===== src/rtl/video_palmix.sv =====
// video_palmix: window/border index select, writable palette lookup and
// blank/init masking, aligned in a fixed two-stage pipeline.
module video_palmix #(
    parameter int IDX_W = 4,
    parameter int COL_W = 6
) (
    input  logic             clk,
    input  logic             rst_n,
    input  logic             hpix,
    input  logic             vpix,
    input  logic             hblank,
    input  logic             vblank,
    input  logic [IDX_W-1:0] pixels,
    input  logic [IDX_W-1:0] border,
    input  logic             atm_palwr,
    input  logic [COL_W-1:0] atm_paldata,
    input  logic             pal_we,
    input  logic             pal_re,
    input  logic [IDX_W-1:0] pal_addr,
    input  logic [COL_W-1:0] pal_wdata,
    output logic [COL_W-1:0] pal_rdata,
    output logic             pal_rvalid,
    input  logic             init_req,
    output logic             init_busy,
    output logic [COL_W-1:0] color
);

    localparam int DEPTH = 1 << IDX_W;

    typedef enum logic {S_INIT, S_RUN} state_e;

    state_e           state_q, state_d;
    logic [IDX_W-1:0] icnt_q, icnt_d;

    logic             wr_en;
    logic [IDX_W-1:0] wr_addr;
    logic [COL_W-1:0] wr_data;

    logic [COL_W-1:0] pal_mem [DEPTH];

    logic [IDX_W-1:0] idx;
    logic             rd_fire;

    logic [IDX_W-1:0] idx_s1_q;
    logic             blank_s1_q;
    logic             busy_s1_q;
    logic             s1_vld_q;
    logic [COL_W-1:0] color_q;
    logic [COL_W-1:0] rdata_q;
    logic             rvalid_q;

    assign idx       = (hpix & vpix) ? pixels : border;
    assign init_busy = (state_q == S_INIT);
    assign rd_fire   = pal_re & (state_q == S_RUN);

    // State register and init counter.
    always_ff @(posedge clk or negedge rst_n) begin
        if (!rst_n) begin
            state_q <= S_INIT;
            icnt_q  <= '0;
        end else begin
            state_q <= state_d;
            icnt_q  <= icnt_d;
        end
    end

    // Next state plus the single RAM write port: init > addressed > legacy.
    always_comb begin
        state_d = state_q;
        icnt_d  = icnt_q;
        wr_en   = 1'b0;
        wr_addr = '0;
        wr_data = '0;
        case (state_q)
            S_INIT: begin
                wr_en   = 1'b1;
                wr_addr = icnt_q;
                wr_data = COL_W'(icnt_q);
                if (init_req) begin
                    icnt_d = '0;
                end else if (icnt_q == '1) begin
                    state_d = S_RUN;
                    icnt_d  = '0;
                end else begin
                    icnt_d = icnt_q + 1'b1;
                end
            end
            default: begin
                if (pal_we) begin
                    wr_en   = 1'b1;
                    wr_addr = pal_addr;
                    wr_data = pal_wdata;
                end else if (atm_palwr) begin
                    wr_en   = 1'b1;
                    wr_addr = idx;
                    wr_data = atm_paldata;
                end
                if (init_req) begin
                    state_d = S_INIT;
                    icnt_d  = '0;
                end
            end
        endcase
    end

    // Palette RAM; reads elsewhere see the pre-edge contents (read-before-write).
    always_ff @(posedge clk) begin
        if (wr_en) pal_mem[wr_addr] <= wr_data;
    end

    // Stage 1: capture index, blank and init flag. s1_vld_q keeps the first
    // post-reset lookup (from reset-valued stage-1 regs) masked to black.
    always_ff @(posedge clk or negedge rst_n) begin
        if (!rst_n) begin
            idx_s1_q   <= '0;
            blank_s1_q <= 1'b0;
            busy_s1_q  <= 1'b0;
            s1_vld_q   <= 1'b0;
        end else begin
            idx_s1_q   <= idx;
            blank_s1_q <= hblank | vblank;
            busy_s1_q  <= init_busy;
            s1_vld_q   <= 1'b1;
        end
    end

    // Stage 2: palette lookup with blank/init masking.
    always_ff @(posedge clk or negedge rst_n) begin
        if (!rst_n) begin
            color_q <= '0;
        end else if (!s1_vld_q || blank_s1_q || busy_s1_q) begin
            color_q <= '0;
        end else begin
            color_q <= pal_mem[idx_s1_q];
        end
    end

    // CPU read-back port, only serviced in RUN; data holds between reads.
    always_ff @(posedge clk or negedge rst_n) begin
        if (!rst_n) begin
            rdata_q  <= '0;
            rvalid_q <= 1'b0;
        end else begin
            rvalid_q <= rd_fire;
            if (rd_fire) rdata_q <= pal_mem[pal_addr];
        end
    end

    assign color      = color_q;
    assign pal_rdata  = rdata_q;
    assign pal_rvalid = rvalid_q;

endmodule

===== config.mk =====
export PLATFORM = sky130hd
export DESIGN_NAME = video_palmix
export DESIGN_NICKNAME = d
export VERILOG_FILES = /design/src/rtl/video_palmix.sv
export SDC_FILE = /design/constraint.sdc
export NUM_CORES = 1
export LEC_CHECK = 0
export ABC_AREA = 0
export CAP_MARGIN = 25
export CORE_MARGIN = 2
export CORE_UTILIZATION = 40
export CTS_CLUSTER_DIAMETER = 120
export DETAILED_ROUTE_END_ITERATION = 10
export PLACE_DENSITY_LB_ADDON = 0.05
export SETUP_SLACK_MARGIN = 0.2
export SLEW_MARGIN = 20
export SYNTH_ARGS = -nofsm -noshare
export SYNTH_HDL_FRONTEND = slang
export SYNTH_SLANG_ARGS = --single-unit

===== constraint.sdc =====
create_clock -name clk -period 2.99 [get_ports clk]
set_clock_uncertainty 0.05 [all_clocks]
set_input_delay 0.299 -clock clk [delete_from_list [all_inputs] [get_ports clk]]
set_output_delay 0.299 -clock clk [all_outputs]
set_load 0.01 [all_outputs]

# Yosys cells after proc, flatten, opt, wreduce, memory -nomap -nowiden
# Memory sizes are Yosys's and may differ from the RTL's. A register that Yosys moved wholly into a read port is not among the register bits.
# Index checks and enable logic that the tools add are counted.
# op_classes
bitwise	4
n_eq_ne	2
mux	21
add_sub_neg	1
reduce_logical	4
# ops
op	n
4-bit 2-to-1 mux	8
6-bit 2-to-1 mux	4
1-bit 2-to-1 mux	9
4-bit by 1-bit adder with 4-bit output, second input constant	1
4-bit equality test, second input constant	1
1-bit bitwise AND	2
1-bit logical NOT	2
1-bit logical OR	2
2-bit inequality test, second input constant	1
1-bit inverter	1
1-bit bitwise OR	1
# word_totals
mem_count	1
output_inout_bits	14
word_cells	41
ram_bits	96
in_bits	34
register_bits	19
# memory_table
memory	words	word_bits	read_ports	rd_ports_with_merged_regs	write_ports	line_no	rtl
pal_mem	16	6	2	1	1	39	logic [COL_W-1:0] pal_mem [DEPTH];

# Logic depth before layout (Yosys ltp)
# logic_depth
ltp_word	5
ltp_mapped	7
mapped_depth_nobuf	4

# Worst setup path before layout
# No wires, ideal clock.
# synth_timing
kind	input -> register
from	input port pal_addr[1]
to	memory pal_mem[10][0], enable pin
setup_ns	0.386
t_required_ns	2.554
arrival_time_ns	1.787
slack_ns	0.767
cell_stages	5
path_buffers	2
cell_sequence	buf_4 -> buf_4 -> nand2_1 -> a31o_2 -> nor4_1
# synth_between
elab_chain_cells	2
# synth_rtl
element	line_no	rtl
from (decl)	19	input logic [IDX_W-1:0] pal_addr,
4-bit 2-to-1 mux	89	if (pal_we) begin
4-bit 2-to-1 mux	74	case (state_q)
to (decl)	39	
# Every way passes these cells.

# Worst setup path after layout
# layout_timing
from	register state_q
to	memory pal_mem[12][5], enable pin
# layout_between
elab_chain_cells	3
word_cells_on_any_way	4
classes_between	mux (4)
# layout_rtl
element	line_no	rtl
from (decl)	32	state_e state_q, state_d;
from (signal assigned)	62	state_q <= state_d;
1-bit 2-to-1 mux	74	
1-bit 2-to-1 mux	108	if (wr_en) pal_mem[wr_addr] <= wr_data;
1-bit 2-to-1 mux (not written as such)	108	
# Parallel ways exist; a longest one is shown, timed or not.

==> flow_summary.ini <==
[timing]
max_slew_margin = 0.5329
hold_viol = 0
period_share = 0.8354
fmax_mhz = 400.3
fin_hold_ws_ns = 0.2557
period_needed_ns = 2.498
setup_ws_ns = 0.4921
tightest_slew_ns = 0.6985
setup_tns_ns = 0
slew_violations = 0
rsz0062_at_grt = no
setup_violations = 0

[synthesis]
synth_edf_count = 96
async_flop_share = 0.2066
yosysUniqueCellTypes = 48
synth_cells = 375
syn-cell-area_mm2 = 0.005821
yosysWarnings = 0
synth.avg_cell_area_um2 = 15.52
yosysTopAreaCell = edfxtp_1
synth.net_count = 410
yosysSeqAreaShare = 0.6028
synth_seq_cells = 121
synth_top_area_frac = 0.4953
synth_area_leaders = edfxtp_1, mux4_2, dfrtp_1
synthFlopType = edfxtp_1

[route]
via_count = 3782
post_drt_via_cell_ratio = 5.801
post_drt_wl_per_cell_um = 24.67
post-route-drc-count = 0
ant_nets = 0
wl_um = 16090
first_pass_iters = 4
drt_iter0_drc = 276

[pwr]
p_int_w = 0.003397
combPwrFrac = 0.096
power_frac_seq = 0.442
p_clk_frac = 0.462
total_power_w = 0.004354
leakagePower_nw = 2.592
swShare = 0.2197
p_sw_w = 0.0009567
powerDensity_mw_per_mm2 = 599.9
peakVddDrop_mv = 0.4312

[die]
die_w_um = 124.6
start_util = 0.4051
fp.dieArea_mm2 = 0.01553
core_mm2 = 0.01437
dieHeight_um = 124.6
rows = 44
num_io_pins = 48

[clocking]
clock_sinks = 121
h-tree-depth = 4
cts_setup_buffers = 0
cts_resized = 0
cts_hold_buf = 0
insertion_delay_ns = 0.41
path_clk_slew_ns = 0.05
clockBufferDepth = 2
cts-root-buf = clkbuf_16
cts_tree = yes
numCtsBuffers = 17

[worst_setup_path]
path_class = reg -> reg
end_kind = flop
cp_data_required_time_ns = 3.07
reg2reg_depth = 4
path_cells = nor2_1, a31oi_1, nor4_1, buf_4
cp-start-kind = flop
critPathMaxFanout = 23
timing.critical_path.slowest_cell_delay_ns = 0.66
crit_path_top_delay_cell = nor4_1
cp.arrival_ns = 2.58

[global_routing]
grt_pass1_vias = 3965
grtUsageMet3 = 0.05241
grt_pass1_wl_um = 24620
gr-total-overflow = 0
antenna_found_initial = 0
grt_usage = 0.2192
use_met1 = 0.2735
busiest_layer = met2
grt_max_degree = 24
gr-usage-met2 = 0.3725

[run_status]
status = completed

[min_path]
hold_class = in -> async

[layout]
layout-drive-gt1-share = 0.2650
n_antenna_cell = 0
fin_util = 0.5051
syn_to_final_growth_pct = 24.70
fill_cells = 1232
final_nets = 490

[placement]
portBuffers = 47
pre_cts_slack_ns = 0.2048
routabilityCongestion = 0.7998
hpwlAfterDp_um = 11570

[flow_run]
cap_violations = 0
==> path summary, 6_finish.rpt <==
check / from / end / slack [ns]
worst max-delay path: state_q / pal_mem[12][5] / 0.49
worst min-delay path: rst_n / s1_vld_q / 0.26
worst max register to register: state_q / pal_mem[12][5] / 0.49
worst min register to register: pal_rdata[0] / pal_rdata[0] / 0.44
max in group asynchronous: rst_n / pal_rdata[4] / 1.96
min in group clk: hblank / blank_s1_q / 0.40
==> final cells by class <==
class | count | area [µm²] | share of cell area
clock buffers | 24 | 491.7 | 0.06775
flip-flops and latches | 121 | 3510 | 0.4835
clock inverters | 8 | 93.84 | 0.01293
well taps | 184 | 230.2 | 0.03172
repair buffers | 86 | 783.3 | 0.1079
multi-input cells | 226 | 2138 | 0.2946
inverters | 3 | 11.26 | 0.001551
==> kinds of logic (layout without fill, tap and decap cells) <==
family,after synthesis,count (layout),synth area share
DFF,121,121,0.6028
and+or+nand+nor,93,93,0.08943
AOI/OAI and AO/OA,73,73,0.09824
muxes,57,57,0.1754
buffers and inverters,28,121,0.02988
adders and majority gates,1,1,0.002149
other,1,1,0.0006443
xor gates and xnor gates,1,1,0.001505
==> layer usage <==
| metal | share of wire | wire, µm |
|---|---|---|
| met5 | 0 | 0 |
| met4 | 0.025 | 410 |
| met3 | 0.038 | 608 |
| met2 | 0.52 | 8329 |
| met1 | 0.42 | 6741 |
==> per-stage QoR <==
step | instance area [µm²] | instances
after floorplan | 5821 | 375
after global placement | 6673 | 620
after detailed placement | 6673 | 620
after CTS | 7258 | 652
after global routing | 7258 | 652
final | 7258 | 652
==> synthesized netlist by cell type (all sizes together) (6+ instances only) <==
| master | n |
|---|---|
| edfxtp | 96 |
| mux4 | 35 |
| dfrtp | 25 |
| nand2 | 22 |
| buf | 19 |
| mux2i | 18 |
| nor4 | 16 |
| nor2b | 14 |
| a21oi | 9 |
| nand3 | 8 |
| nor2 | 8 |
| o211ai | 8 |
| a211oi | 6 |
| clkbuf | 6 |
| o2111ai | 6 |
| o21ai | 6 |
| or2 | 6 |
==> power by group through the flow <==
stage	registers (W)	logic [W]	clock network, W
CTS	0.00192	0.000421	0.00205
global placement	0.00196	0.000419	0
floorplan	0.00193	0.000269	0
detailed placement	0.00196	0.000421	0
global route	0.00193	0.000452	0.00213
finish	0.00192	0.000418	0.00201
==> critical path, delay by kind of cell, from the launching register on <==
family,cells,cell delay [ns]
simple gates,2,1.08
flops,1,0.63
buf+inv,1,0.23
compound gates,1,0.22
==> placed cells by master, fill, tap and decap left out, types with 2 or more instances in the layout <==
cell,count
edfxtp_1,96
clkdlybuf4s50_1,46
buf_4,37
mux4_2,35
dfrtp_1,24
nand2_1,22
mux2i_1,18
clkbuf_16,17
nor4_1,16
nor2b_1,14
a21oi_1,9
nand3_1,8
nor2_1,8
o211ai_1,8
or2_2,6
a211oi_2,6
o21ai_0,6
o2111ai_1,6
and3_1,5
a22oi_1,5
a221o_1,5
a211o_1,5
a21boi_0,4
nand2b_1,4
a31o_2,4
a31oi_1,4
clkbuf_8,4
inv_1,3
o22ai_1,3
o31ai_1,3
nor4b_1,3
clkinv_2,3
clkbuf_1,3
mux2_4,2
o211a_1,2
mux2_2,2
o32ai_1,2
clkinvlp_4,2
bufinv_16,2
buf_12,2
==> sequential cells by signal, summed over array words and instances (netlist names), 4 cells and up <==
| name | flops |
|---|---|
| pal_mem | 96 |
| color | 6 |
| pal_rdata | 6 |
| icnt_q | 4 |
| idx_s1_q | 4 |
Note: power is estimated with default switching activity, not from simulation.
